--- src/rtl/insn_sequencer_pkg.sv ---
// Shared ISA definitions: opcode indices, one-hot width, HALT opcode and
// the sequencer state encoding used by the sequencer, decoder and bus_control.
package insn_sequencer_pkg;

  localparam int ISA_INSN_COUNT = 16;

  localparam logic [4:0] ISA_NOP  = 5'd0;
  localparam logic [4:0] ISA_ADD  = 5'd1;
  localparam logic [4:0] ISA_SUB  = 5'd2;
  localparam logic [4:0] ISA_AND  = 5'd3;
  localparam logic [4:0] ISA_OR   = 5'd4;
  localparam logic [4:0] ISA_XOR  = 5'd5;
  localparam logic [4:0] ISA_LI   = 5'd6;
  localparam logic [4:0] ISA_LB   = 5'd7;
  localparam logic [4:0] ISA_SB   = 5'd8;
  localparam logic [4:0] ISA_JMP  = 5'd9;
  localparam logic [4:0] ISA_JZ   = 5'd10;
  localparam logic [4:0] ISA_MOV  = 5'd11;
  localparam logic [4:0] ISA_SHL  = 5'd12;
  localparam logic [4:0] ISA_SHR  = 5'd13;
  localparam logic [4:0] ISA_CMP  = 5'd14;
  localparam logic [4:0] ISA_OUT  = 5'd15;
  localparam logic [4:0] ISA_HALT = 5'h1F;

  // First opcode value with no one-hot slot; everything from here up (except HALT) is illegal.
  localparam logic [4:0] ISA_OPCODE_LIMIT = 5'(ISA_INSN_COUNT);

  typedef enum logic [2:0] {
    ST_IDLE      = 3'd0,
    ST_FETCH     = 3'd1,
    ST_WAIT_DATA = 3'd2,
    ST_DECODE    = 3'd3,
    ST_EXEC      = 3'd4,
    ST_HALT      = 3'd5
  } seq_state_e;

  function automatic logic [7:0] pc_inc(input logic [7:0] pc);
    return pc + 8'd1;
  endfunction

endpackage

--- src/rtl/insn_sequencer_decode.sv ---
// Combinational instruction decoder: opcode ir[7:3] to one-hot enable,
// register/immediate field ir[2:0], plus illegal and halt flags.
module insn_decode
  import insn_sequencer_pkg::*;
(
  input  logic [7:0]                ir_i,
  output logic [ISA_INSN_COUNT-1:0] insn_en_o,
  output logic [2:0]                reg_num_o,
  output logic                      illegal_o,
  output logic                      halt_o
);

  logic [4:0] opcode;

  always_comb begin
    opcode    = ir_i[7:3];
    reg_num_o = ir_i[2:0];
    insn_en_o = '0;
    illegal_o = 1'b0;
    halt_o    = 1'b0;
    if (opcode == ISA_HALT) begin
      halt_o = 1'b1;
    end else if (opcode >= ISA_OPCODE_LIMIT) begin
      illegal_o = 1'b1;
    end else begin
      for (int i = 0; i < ISA_INSN_COUNT; i++) begin
        insn_en_o[i] = (opcode == 5'(i));
      end
    end
  end

endmodule

--- src/rtl/insn_sequencer.sv ---
// Instruction sequencer: fetch/decode/execute FSM driving bus_control.
// Optional EXEC watchdog enabled by defining INSN_SEQ_WATCHDOG_EN.
module insn_sequencer
  import insn_sequencer_pkg::*;
(
  input  logic                      clk,
  input  logic                      rst,
  input  logic                      run,
  output logic [7:0]                ram_addr,
  output logic                      ram_rd_en,
  input  logic [7:0]                ram_rdata,
  input  logic                      insn_done,
  input  logic                      pc_load,
  input  logic [7:0]                pc_load_val,
  output logic [ISA_INSN_COUNT-1:0] insn_en,
  output logic [2:0]                reg_num,
  output logic [2:0]                imm,
  output logic [7:0]                pc,
  output logic                      illegal,
  output logic                      halted
);

  seq_state_e                state_q;
  logic [7:0]                pc_q;
  logic [7:0]                pc_d;
  logic [7:0]                ir_q;
  logic [7:0]                ram_addr_q;
  logic                      ram_rd_en_q;
  logic                      illegal_q;
  logic                      illegal_d;
  logic                      halted_q;
  logic                      insn_end_d;
  logic                      wd_expire_d;
  logic [ISA_INSN_COUNT-1:0] insn_en_q;
  logic [2:0]                reg_num_q;
  logic [2:0]                imm_q;

  logic [ISA_INSN_COUNT-1:0] dec_insn_en;
  logic [2:0]                dec_reg_num;
  logic                      dec_illegal;
  logic                      dec_halt;

  insn_decode u_decode (
    .ir_i      (ir_q),
    .insn_en_o (dec_insn_en),
    .reg_num_o (dec_reg_num),
    .illegal_o (dec_illegal),
    .halt_o    (dec_halt)
  );

`ifdef INSN_SEQ_WATCHDOG_EN
  logic [3:0] wd_q;
  // wd_q is zero on the first EXEC cycle, so 4'hF marks the 16th cycle.
  assign wd_expire_d = (state_q == ST_EXEC) && !insn_done && (wd_q == 4'hF);
`else
  assign wd_expire_d = 1'b0;
`endif

  // End-of-instruction detection and the pc value that results from it.
  always_comb begin
    insn_end_d = 1'b0;
    illegal_d  = 1'b0;
    pc_d       = pc_q;
    case (state_q)
      ST_DECODE: begin
        if (dec_illegal) begin
          insn_end_d = 1'b1;
          illegal_d  = 1'b1;
          pc_d       = pc_inc(pc_q);
        end else begin
          insn_end_d = 1'b0;
        end
      end
      ST_EXEC: begin
        if (insn_done) begin
          insn_end_d = 1'b1;
          pc_d       = pc_load ? pc_load_val : pc_inc(pc_q);
        end else if (wd_expire_d) begin
          insn_end_d = 1'b1;
          illegal_d  = 1'b1;
          pc_d       = pc_inc(pc_q);
        end else begin
          insn_end_d = 1'b0;
        end
      end
      default: begin
        insn_end_d = 1'b0;
      end
    endcase
  end

  // Sequencer FSM with registered outputs.
  always_ff @(posedge clk) begin
    if (rst) begin
      state_q     <= ST_IDLE;
      pc_q        <= 8'h00;
      ir_q        <= 8'h00;
      insn_en_q   <= '0;
      reg_num_q   <= 3'd0;
      imm_q       <= 3'd0;
      ram_rd_en_q <= 1'b0;
      ram_addr_q  <= 8'h00;
      illegal_q   <= 1'b0;
      halted_q    <= 1'b0;
`ifdef INSN_SEQ_WATCHDOG_EN
      wd_q        <= 4'd0;
`endif
    end else begin
      pc_q        <= pc_d;
      illegal_q   <= illegal_d;
      ram_rd_en_q <= 1'b0;
      ram_addr_q  <= 8'h00;
      if (insn_end_d) begin
        // run is resampled here, so dropping it mid-instruction only stops the next fetch.
        insn_en_q <= '0;
        if (run) begin
          state_q     <= ST_FETCH;
          ram_rd_en_q <= 1'b1;
          ram_addr_q  <= pc_d;
        end else begin
          state_q <= ST_IDLE;
        end
      end else begin
        case (state_q)
          ST_IDLE: begin
            if (run) begin
              state_q     <= ST_FETCH;
              ram_rd_en_q <= 1'b1;
              ram_addr_q  <= pc_q;
            end else begin
              state_q <= ST_IDLE;
            end
          end
          ST_FETCH: begin
            state_q <= ST_WAIT_DATA;
          end
          ST_WAIT_DATA: begin
            ir_q    <= ram_rdata;
            state_q <= ST_DECODE;
          end
          ST_DECODE: begin
            if (dec_halt) begin
              state_q   <= ST_HALT;
              halted_q  <= 1'b1;
              insn_en_q <= '0;
            end else begin
              state_q   <= ST_EXEC;
              insn_en_q <= dec_insn_en;
              reg_num_q <= dec_reg_num;
              imm_q     <= dec_reg_num;
`ifdef INSN_SEQ_WATCHDOG_EN
              wd_q      <= 4'd0;
`endif
            end
          end
          ST_EXEC: begin
            state_q <= ST_EXEC;
`ifdef INSN_SEQ_WATCHDOG_EN
            wd_q    <= wd_q + 4'd1;
`endif
          end
          ST_HALT: begin
            state_q <= ST_HALT;
          end
          default: begin
            state_q   <= ST_IDLE;
            insn_en_q <= '0;
          end
        endcase
      end
    end
  end

  assign ram_addr  = ram_addr_q;
  assign ram_rd_en = ram_rd_en_q;
  assign insn_en   = insn_en_q;
  assign reg_num   = reg_num_q;
  assign imm       = imm_q;
  assign pc        = pc_q;
  assign illegal   = illegal_q;
  assign halted    = halted_q;

endmodule
--- config.mk ---
export PLATFORM = sky130hd
export DESIGN_NAME = insn_sequencer
export DESIGN_NICKNAME = d
export VERILOG_FILES = /design/src/rtl/insn_sequencer_pkg.sv /design/src/rtl/insn_sequencer_decode.sv /design/src/rtl/insn_sequencer.sv
export SDC_FILE = /design/constraint.sdc
export NUM_CORES = 1
export LEC_CHECK = 0
export BUFFER_PORTS_ARGS = -buffer_cell sky130_fd_sc_hd__buf_4
export CELL_PAD_IN_SITES_DETAIL_PLACEMENT = 1
export CELL_PAD_IN_SITES_GLOBAL_PLACEMENT = 2
export CORE_UTILIZATION = 32
export CTS_BUF_LIST = sky130_fd_sc_hd__clkbuf_4 sky130_fd_sc_hd__clkbuf_8
export CTS_CLUSTER_DIAMETER = 200
export DETAILED_ROUTE_END_ITERATION = 12
export GPL_ROUTABILITY_DRIVEN = 1
export PLACE_DENSITY = 0.87
export SYNTH_ARGS = -nofsm -noshare
export SYNTH_HDL_FRONTEND = slang
export SYNTH_HIERARCHICAL = 1
export SYNTH_SLANG_ARGS = --single-unit
--- constraint.sdc ---
create_clock -name clk -period 2.87 [get_ports clk]
set_input_delay 0.287 -clock clk [delete_from_list [all_inputs] [get_ports clk]]
set_output_delay 0.287 -clock clk [all_outputs]
set_load 0.03 [all_outputs]
-- Word-level counts from Yosys, hierarchy flattened
Cells that the tools add are included.
- register bits after elaboration: 49
- input bits: 21
- output and inout port bits: 41
- word-level logic and storage cells: 68
- add/sub/neg operators: 1
- $lt $le $gt $ge: 1
- equality and inequality tests: 21
- multiplexer cells: 25
- bitwise logic cells: 3
- reduce and logical (&&, ||, !) cells: 8
- operator list (cell ; count):
    $mux W8 ; 7
    $mux W16 ; 3
    $eq A5 B4 Y1 const B ; 8
    $pmux W16 S2 ; 1
    $eq A5 B3 Y1 const B ; 4
    $pmux W3 S6 ; 1
    $pmux W8 S2 ; 1
    $eq A5 B2 Y1 const B ; 2
    $mux W1 ; 10
    $add A8 B1 Y8 const B ; 1
    $eq A3 B2 Y1 const B ; 2
    $eq A3 B3 Y1 const B ; 2
    $reduce_and A3 Y1 ; 2
    $eq A5 B1 Y1 const B ; 1
    $eq A5 B5 Y1 const B ; 1
    $ge A5 B5 Y1 const B ; 1
    $logic_not A5 Y1 ; 1
    $reduce_or A5 Y1 ; 1
    $reduce_or A2 Y1 ; 2
    $eq A3 B1 Y1 const B ; 1
    $logic_not A3 Y1 ; 1
    $mux W3 ; 1
    $not A1 Y1 ; 3
    $pmux W1 S2 ; 1
    $reduce_and A2 Y1 ; 1

-- Longest topological paths before layout
Gate-level depths: netlist (run 1).
- word-level depth: 7
- gate-level depth with buffers: 9
- depth with buffers taken out: 7

-- Modules after synthesis
Netlist (run 1), hierarchy kept.
- by module, submodules not included (module ; instances ; cells each ; area an instance (um^2) ; seq. area each (um^2)):
    insn_sequencer ; 1 ; 237 ; 2202.1 ; 980.9
    insn_decode ; 1 ; 32 ; 193.9 ; 0.0

-- Worst setup path after synthesis (run 1)
No wires, ideal clock.
- path kind: flip-flop to flip-flop
- from: register ir_q[3]
- to: register ram_addr_q[3], in the netlist ram_addr[3]
- library setup time: 131 ps
- data arrival time: 2028 ps
- data required time: 2739 ps
- slack: 711 ps
- stages on the path, launching flop included: 9
- path buffers: 1
- period minus slack after synthesis: 2159 ps
- cell sequence: dfxtp_1 buf_2 and3_1 a21boi_0 nand4b_1 or2_1 and3_4 a2111oi_4 o31ai_2
- word-level cells in the longest chain between the ends: 7
- elaborated cells on any way between the ends: 10
- classes of those cells: order compare (1); eq/ne (1); mux (8)
- ends and longest elaborated chain (item ; line ; text):
    start: declaration ; insn_sequencer.sv:26 ; logic [7:0] ir_q;
    start signal: assignment ; insn_sequencer.sv:138 ; ir_q <= ram_rdata;
    $ge A5 B5 Y1 ; insn_sequencer_decode.sv:23 ; end else if (opcode >= ISA_OPCODE_LIMIT) begin
    $mux W1 ; insn_sequencer_decode.sv:23 ;
    $mux W1 (*) ; insn_sequencer_decode.sv:21 ; if (opcode == ISA_HALT) begin
    named net dec_illegal ; insn_sequencer.sv:40 ; logic dec_illegal;
    $mux W8 ; insn_sequencer.sv:66 ; if (dec_illegal) begin
    $pmux W8 S2 ; insn_sequencer.sv:64 ; case (state_q)
    $mux W8 ; insn_sequencer.sv:116 ; if (run) begin
    $mux W8 (*) ; insn_sequencer.sv:113 ; if (insn_end_d) begin
    end signal: assignment ; insn_sequencer.sv:119 ; ram_addr_q <= pc_d;
    end signal: assignment ; insn_sequencer.sv:129 ; ram_addr_q <= pc_q;
    end: declaration ; insn_sequencer.sv:27 ; logic [7:0] ram_addr_q;
The timed path passes the listed nets; every way through them passes the cells marked *.
A chain may end at the register's enable or synchronous reset.

-- Worst setup path after layout (run 1)
- from: register ir_q[3]
- to: register ram_addr_q[4], in the netlist ram_addr[4]
The elaborated chain is that of the path after synthesis.

==> results.tsv, run 1 <==
metric	value	unit
area of the die	7840	sq um
Internal	969	uW
die height	88.5	um
# diodes	0	
TNS Setup	0	ns
DRT iter0 DRCs	83	
family with the most delay on the worst path	compound AO/OA/AOI/OAI gates	
commonest cells in the netlist	dfxtp_1 (49), nor2_1 (49), a22oi_1 (17)	
Hold-fix buffers, CTS	0	
Mean Syn Cell Area	8.91	sq um
CP max stage cell	a21boi_0	
Final HPWL DP	4270	um
WL/cell	14.2	um
Power, Total	1340	uW
Arr. time, crit path	2.54	ns
via count	2082	
EDFF count, synth	0	
Cell Pwr Density	456	nW/um^2
cells on worst reg2reg path	8	
Syn. warnings	6	
Area growth, synth to finish	22.9	%
core area	7250	sq um
Peak VDD IR	0.201	mV
Comb power frac	13.8	%
Port-buffer cells	61	
FF/Latch Area	981	sq um
DRC	0	
post-synth top area cell	dfxtp_1	
initial antenna violation count	0	
WP buf/inv	1	
GR Overflow Total	0	
CTS Buf Count	5	
area of the multi-input gates	1230	sq um
via/cell ratio	5.00	
syn_nets	291	
Syn Inst Count	269	
Setup Fix Bufs, Post-CTS	0	
clk slew on worst S/H paths	0.10	ns
largest net degree at the start of global routing	32	
die outline width	88.5	um
number of global-route vias before repair	1992	
RSZ-0062 raised after global routing	false	
max frequency	0.424	GHz
hold path depth	3	
Starting Density	33.0	%
final WL	5910	um
LEAKAGE	0.00115	uW
CP Launch Type	flip-flop	
Max transition margin	62.6	%
ys flop type	dfxtp_1	
Slew Limit Fails	0	
Worst setup EP type	flip-flop	
Cell Area, Synth	2400	sq um
final worst path period share	82.2	%
share of layout cells above drive strength 1	29.7	%
Crit Path Category	flip-flop to flip-flop	
Setup violations, final	0	
Core Util, Final	40.6	%
Required @ worst endpoint	3.05	ns
Critical Path Max Stage Delay	0.44	ns
# resized after CTS	0	
post-synthesis sequential area ratio	40.9	%
routability congestion estimate	0.746	
CTS tree	done	
Crit Path Max Fanout	12	
Global Route Usage Sum	16.2	%
maximum clock insertion buffer count	2	
Hold Violations, Final	0	
switch share	27.8	%
clk_lat worst skew	0.31	ns
#FFs+latches synth	49	
CTS sink cnt	49	
MaxCap Viol Count	0	
Root Driver	clkbuf_8	
fillers	869	
sw power	373	uW
post-route ant nets	0	
Hold Path Class	primary input to flip-flop	
actual slew at the worst max-slew pin	0.554	ns
ys async rst share	0	%
H-Tree Depth	2	
Top Ports	62	
top cells by area, synth	dfxtp_1 (41%), nor2_1 (7.7%), a22oi_1 (5.3%), mux2i_1 (4.6%), o21ai_0 (2.5%)	
Synth top area share	40.9	%
synth unique cells	62	
Final #Nets	338	
Tmin final	2.36	ns
Fin Clk Skew	0.00799	ns
part of the power in the clock network	31.4	%
CP Depth	8	
Cell Chain, Critical Path	and3_1, a21boi_0, nand4b_1, buf_4, mux2_2, a221oi_1, o21a_1, a211oi_1	
drt first pass iters	4	
global-route wire length before repair	9830	um
row count	31	
status	completed	
Flop pwr share	54.8	%
-- layout make-up --
type,instances,area share [%]
clock buffers,6,2.59
well taps,99,4.21
flip-flops and latches,49,33.3
repair buffers,66,16.8
clock inverters,2,0.467
multi-input cells,189,41.9
inverters,5,0.637
-- per-stage QoR --
| step | cell area, sq um | cells | hold WS [ns] | worst slack [ns] |
|---|---|---|---|---|
| 3_5_place_dp | 2850 | 408 | 0.482 | 0.525 |
| 3_3_place_gp | 2850 | 408 | 0.472 | 0.595 |
| 2_1_floorplan | 2400 | 269 | 0.403 | 0.711 |
| 4_1_cts | 2940 | 416 | 0.208 | 0.479 |
| 5_1_grt | 2940 | 416 | 0.219 | 0.279 |
| 6_report | 2940 | 416 | 0.213 | 0.510 |
-- power groups by stage --
stage / sequential, uW / combinational (uW) / clock (uW)
6_report: 736 / 185 / 421
5_1_grt: 742 / 204 / 464
4_1_cts: 735 / 188 / 439
3_5_place_dp: 751 / 188 / 0
3_3_place_gp: 749 / 186 / 0
2_1_floorplan: 737 / 152 / 0
-- per-layer routing --
metal  routed length, um  track usage, %
met4                  45            5.28
met1                2840            20.9
met3                 206            3.36
met5                   0               0
met2                2820            27.1
-- worst min-delay path, cell delays in order --
cell,delay [ns]
buf_4,0.08
mux2i_1,0.05
nor2_1,0.07
-- path summary, 6_finish.rpt --
kind                            slack (ns)         start     endpoint
worst min register to register        0.50        halted       halted
worst max-delay path                  0.51       ir_q[3]  ram_addr[4]
worst max register to register        0.51       ir_q[3]  ram_addr[4]
worst min-delay path                  0.21  ram_rdata[1]      ir_q[1]
-- cells by family after synthesis --
logic type               Yosys count  synth area share [%]
XOR/XNOR                           3                  1.10
AO/OA/AOI/OAI                     63                  19.7
multiplexers                      12                  5.07
flip-flops                        49                  40.9
buffers and inverters             31                  7.52
adder cells (fa/ha/maj)            1                 0.522
AND/OR/NAND/NOR                  110                  25.2
-- layout by cell type, fill, tap and decap left out, types with 2 or more instances in the layout --
cell       n
o21ai_0   12
nor2_1    49
nand2b_1   2
and3_2     2
dfxtp_1   49
nand3b_1   4
a22o_1     4
mux2i_1   11
a22oi_1   17
nand3_1    6
nor3_2     3
a21boi_0   3
clkbuf_8   5
buf_4     66
a211oi_1   3
nand2_1   14
nor3b_1    2
nor3_1     7
xor2_1     2
a21oi_1    9
inv_1      5
or3b_1     2
o31a_1     2
-- state kept, by name (all words and copies together), names as in the netlist --
register	cells
insn_en	16
ir_q	8
pc	8
ram_addr	8
imm	3
state_q	3
halted	1
illegal	1
ram_rd_en	1
(Power assumes the default switching activity.)
==> inputs of run 2 (changes only) <==
ABC_AREA = 1   (was default)
CORE_UTILIZATION = 30   (was 32)
PLACE_DENSITY = 0.88   (was 0.87)
clock period = 2.25 ns   (was 2.87 ns; I/O delays follow)
==> results.tsv, run 2 <==
metric	value	unit	change
Design Area, Final	2970	sq um	+1.0%
Peak VDD IR	0.287	mV	+43%
Global Route Usage Sum	17.1	%	+0.85 points
global-route wire length before repair	11600	um	+18%
largest net degree at the start of global routing	22		-31%
commonest cells in the netlist	nand2_1 (62), nor2_1 (60), dfxtp_1 (49)		
initial antenna violation count	0		unchanged
part of the power in the clock network	29.9	%	-1.5 points
Largest register FFs	16		unchanged
Top Ports	62		unchanged
Synth top area share	40.8	%	-0.15 points
clk_lat worst skew	0.30	ns	about the same
max frequency	0.576	GHz	+36%
Required @ worst endpoint	2.49	ns	-0.56 ns
Starting Density	31.1	%	-1.9 points
maximum clock insertion buffer count	2		unchanged
CP Launch Type	flip-flop		
MaxCap Viol Count	0		unchanged
row count	32		+3.2%
Hold Path Class	primary input to flip-flop		
most common cell in the netlist	nand2_1		
Arr. time, crit path	1.97	ns	-0.57 ns
final WL	6730	um	+14%
Final HPWL DP	5110	um	+20%
Mean Syn Cell Area	7.11	sq um	-20%
hold path startpoint	ram_rdata[0]		
DRT iter0 DRCs	62		-25%
die outline width	91.5	um	+3.4%
switch share	29.9	%	+2.1 points
FF/Latch Area	981	sq um	unchanged
number of global-route vias before repair	2370		+19%
via/cell ratio	4.76		-4.9%
Setup Fix Bufs, Post-CTS	0		unchanged
area of the die	8380	sq um	+6.9%
clk slew on worst S/H paths	0.09	ns	about the same
synth unique cells	30		-52%
Internal	1250	uW	+29%
# diodes	0		unchanged
CTS tree	done		
area of the multi-input gates	1190	sq um	-3.8%
Setup violations, final	0		unchanged
routability congestion estimate	0.782		+4.9%
reg2reg start	state_q[2]		
Slew Limit Fails	0		unchanged
LEAKAGE	0.00132	uW	+15%
GR Overflow Total	0		unchanged
die height	91.5	um	+3.4%
Tmin final	1.74	ns	-0.623 ns
Port-buffer cells	61		unchanged
post-synth top area cell	dfxtp_1		
Cell Pwr Density	601	nW/um^2	+32%
Hold-fix buffers, CTS	0		unchanged
top cells by area, synth	dfxtp_1 (41%), nand2_1 (9.7%), nor2_1 (9.4%), nand3_1 (7.7%), a22oi_1 (5.0%)		
commonest non-fill, non-tap cells in the layout	nand2_1 (62), buf_4 (62), nor2_1 (60), dfxtp_1 (49), nand3_1 (37)		
Crit Path Max Fanout	16		+4
Cell Area, Synth	2400	sq um	+0.37%
drt first pass iters	4		unchanged
CTS sink cnt	49		unchanged
core area	7730	sq um	+6.5%
post-synthesis sequential area ratio	40.8	%	-0.15 points
syn_nets	360		+24%
# resized after CTS	0		unchanged
Fin Clk Skew	0.00631	ns	-0.00169 ns
Worst Hold Endpoint	ir_q[0]		
hold path depth	3		unchanged
#FFs+latches synth	49		unchanged
H-Tree Depth	2		unchanged
Root Driver	clkbuf_8		
Hold Violations, Final	0		unchanged
cells on worst reg2reg path	3		-5
Flop pwr share	52.6	%	-2.2 points
Max transition margin	24.3	%	-38 points
via count	2347		+13%
CTS Buf Count	5		unchanged
Syn. warnings	6		unchanged
reg-to-reg setup timing slack	0.51	ns	about the same
DRC	0		unchanged
status	completed		
actual slew at the worst max-slew pin	1.13	ns	+0.575 ns
EDFF count, synth	0		unchanged
DP Area	2880	sq um	+1.0%
Final #Nets	412		+22%
final worst path period share	77.2	%	-5.0 points
ys async rst share	0	%	unchanged
Area growth, synth to finish	23.7	%	
ys flop type	dfxtp_1		
Crit Path Category	flip-flop to flip-flop		
Critical R2R Capture	insn_en[3]		
sw power	535	uW	+43%
TNS Setup	0	ns	unchanged
RSZ-0062 raised after global routing	false		
fillers	975		+12%
post-route ant nets	0		unchanged
Comb power frac	17.5	%	+3.7 points
share of layout cells above drive strength 1	25.8	%	-3.8 points
Worst setup EP type	flip-flop		
Syn Inst Count	338		+26%
WL/cell	13.6	um	-4.0%
## run 2: cell types whose count changed in the layout (fill, tap and decap cells not counted), moves of 8 or more
cell	previous run	this run
mux2i_1	11	0
nand2_1	14	62
nor2_1	49	60
nand3_1	6	37
inv_1	5	24
a21oi_1	9	17
## run 2: final cells by class
type | count | area share (%)
repair buffers | 62 | 15.6
clock inverters | 1 | 0.252
clock buffers | 7 | 2.82
well taps | 102 | 4.29
multi-input cells | 240 | 39.9
flip-flops and latches | 49 | 33.0
inverters | 32 | 4.08
## run 2: worst max-delay path by stage
stage	cells after the start	from	slack, ns	endpoint
after floorplan	10	pc[1]	0.71	ram_addr[6]
after global placement	3	state_q[2]	0.53	insn_en[5]
after detailed placement	3	state_q[2]	0.50	insn_en[3]
after CTS	3	state_q[2]	0.48	insn_en[3]
after global routing	10	ir_q[5]	0.32	ram_addr[2]
final	3	state_q[2]	0.51	insn_en[3]
## run 2: power groups by stage
stage,clock network [uW],registers (uW),logic [uW]
floorplan,0,969,222
global placement,0,960,310
detailed placement,0,962,316
CTS,552,942,317
global route,589,949,355
finish,534,941,313
## run 2: worst max-delay path, stage by stage, from the launching register on
cell and delay [ns]:
dfxtp_1 0.40, o21ai_1 0.90, a22oi_1 0.25, nor2_2 0.12
## run 2: metal layers
layer  track usage, %  routed length, um  up-vias
li1                 -                  -     1202
met3             2.18                217        6
met1             22.4               3230     1095
met4             5.42                 80        0
met2             28.9               3190       44
met5                0                  0        -
## run 2: metrics by stage
step	std cells	total power [uW]	util, %	worst slack, ns	hold slack (ns)
floorplan	338	1190	-	0.712	0.390
global placement	485	1270	37.3	0.528	0.470
detailed placement	485	1280	37.3	0.500	0.482
CTS	493	1810	38.5	0.476	0.173
global route	493	1890	38.5	0.324	0.197
finish	493	1790	38.5	0.513	0.181
## run 2: logic make-up (layout without fill, tap and decap cells)
logic type	Yosys count	count (layout)	synth area share, %
fa+ha+maj	1	1	0.520
buf+inv	49	102	9.83
compound gates	60	60	15.2
simple gates	179	179	33.7
flops	49	49	40.8
==> inputs of run 3 (changes only) <==
clock period = 1.7 ns   (was 2.25 ns; I/O delays follow)
==> results.tsv, run 3 (synthesis results as in run 2) <==
metric	value	unit	change
status	completed		
clk_lat worst skew	0.31	ns	about the same
Hold-fix buffers, CTS	0		unchanged
Crit Path Category	flip-flop to flip-flop		
worst hold slack	0.111	ns	-0.0701 ns
Root Driver	clkbuf_8		
Slew Limit Fails	0		unchanged
CP max stage cell	dfxtp_2		
number of global-route vias before repair	2404		+1.4%
final setup margin	0.153	ns	-0.360 ns
Worst Hold Endpoint	ir_q[3]		
Cell Chain, Critical Path	nand2_1, nor2_1, nor2_1, nand2_4, nand2_2, inv_4, nand2_8, nor2_4, nand2_1, nand2_1		
DRC	0		unchanged
Port-buffer cells	61		unchanged
Hold Path Class	primary input to flip-flop		
CTS sink cnt	49		unchanged
Core Util, Final	39.6	%	+1.1 points
Top Ports	62		unchanged
fillers	999		+2.5%
cells on worst reg2reg path	10		+7
MaxCap Viol Count	0		unchanged
row count	32		unchanged
Peak VDD IR	0.350	mV	+22%
area of the multi-input gates	1200	sq um	+1.5%
DRT iter0 DRCs	65		+4.8%
initial antenna violation count	0		unchanged
reg2reg start	ir_q[3]		
Setup Fix Bufs, Post-CTS	0		unchanged
Critical Path Max Stage Delay	0.39	ns	-0.51 ns
max frequency	0.646	GHz	+12%
final worst path period share	91.0	%	+14 points
final WL	6910	um	+2.7%
reg-to-reg setup timing slack	0.15	ns	-0.36 ns
Design Area, Final	3060	sq um	+2.9%
Starting Density	31.1	%	unchanged
Hold Violations, Final	0		unchanged
die height	91.5	um	unchanged
die outline width	91.5	um	unchanged
clk slew on worst S/H paths	0.10	ns	about the same
hold path depth	3		unchanged
Cell Pwr Density	788	nW/um^2	+31%
core area	7730	sq um	unchanged
Crit Path Max Fanout	9		-7
CP most frequent cell	nand2_1		
Largest register FFs	16		unchanged
Tmin final	1.55	ns	-0.190 ns
share of layout cells above drive strength 1	29.5	%	+3.6 points
CTS Buf Count	5		unchanged
post-route ant nets	0		unchanged
Max transition margin	54.4	%	+30 points
Setup violations, final	0		unchanged
via count	2363		+0.68%
Arr. time, crit path	1.79	ns	-0.18 ns
actual slew at the worst max-slew pin	0.685	ns	-0.444 ns
Final HPWL DP	5310	um	+3.9%
area of the die	8380	sq um	unchanged
Area growth, synth to finish	27.3	%	
largest net degree at the start of global routing	18		-18%
commonest non-fill, non-tap cells in the layout	buf_4 (67), nand2_1 (61), nor2_1 (59), dfxtp_1 (42), nand3_1 (37)		
# diodes	0		unchanged
Final #Nets	418		+1.5%
GR Overflow Total	0		unchanged
H-Tree Depth	2		unchanged
pre-CTS setup slack	-0.0596	ns	-0.560 ns
LEAKAGE	0.00136	uW	+3.2%
Required @ worst endpoint	1.94	ns	-0.55 ns
via/cell ratio	4.74		-0.53%
Critical R2R Capture	ram_addr[2]		
leading cell type in the layout, fill and taps excluded	buf_4		
drt first pass iters	4		unchanged
Fin Clk Skew	0.0107	ns	+0.00437 ns
hold path startpoint	ram_rdata[3]		
CTS tree	done		
FF/Latch Area	990	sq um	+0.89%
maximum clock insertion buffer count	2		unchanged
Global Route Usage Sum	17.5	%	+0.45 points
WL/cell	13.8	um	+1.5%
CP Launch Type	flip-flop		
routability congestion estimate	0.778		-0.50%
Worst setup EP type	flip-flop		
DP Area	2940	sq um	+2.0%
global-route wire length before repair	11700	um	+1.1%
run 3: cell count changes in the layout (fill, tap and decap cells not counted), sizes merged:
cell	before	now
buf	62	68
run 3: metrics by stage:
step           power, uW  std cells  setup TNS (ns)
2_1_floorplan       1580        338               0
3_3_place_gp        1690        491          -0.128
3_5_place_dp        1710        491          -0.430
4_1_cts             2440        499               0
5_1_grt             2540        499       -0.000167
6_report            2410        499               0
run 3: metal layers:
metal	global-route usage (%)	wire length [um]
met2	30.0	3310
met4	4.37	57
met5	0	0
met3	2.93	195
met1	22.8	3350
run 3: layout make-up:
class,instances,area share [%]
sequential,49,32.3
inverter,32,4.05
multi-input combinational,240,39.4
clock buffer,7,2.74
tap,102,4.17
clock inverter,1,0.245
timing repair buffer,68,17.1
run 3: repair_timing:
action	CTS	global route
resized for setup	1	11
endpoints found under the setup margin	16	21
pin swaps	0	1
gates cloned	0	0
run 3: worst max-delay path by stage:
stage,from,endpoint,slack [ns]
global placement,state_q[2],insn_en[0],-0.02
CTS,ir_q[6],ram_addr[2],0.02
global route,pc[0],ram_addr[6],-0.0002
finish,ir_q[3],ram_addr[2],0.15
detailed placement,state_q[2],insn_en[2],-0.06
floorplan,pc[1],ram_addr[6],0.16
run 3: critical path: cells and delay by family (launching register included):
family | cells | cell delay [ns]
simple gates | 9 | 0.97
buf+inv | 1 | 0.11
flops | 1 | 0.39
run 3: power by group:
part	switching, uW	internal, uW
clock network	400	324
logic	279	154
registers	53.5	1200
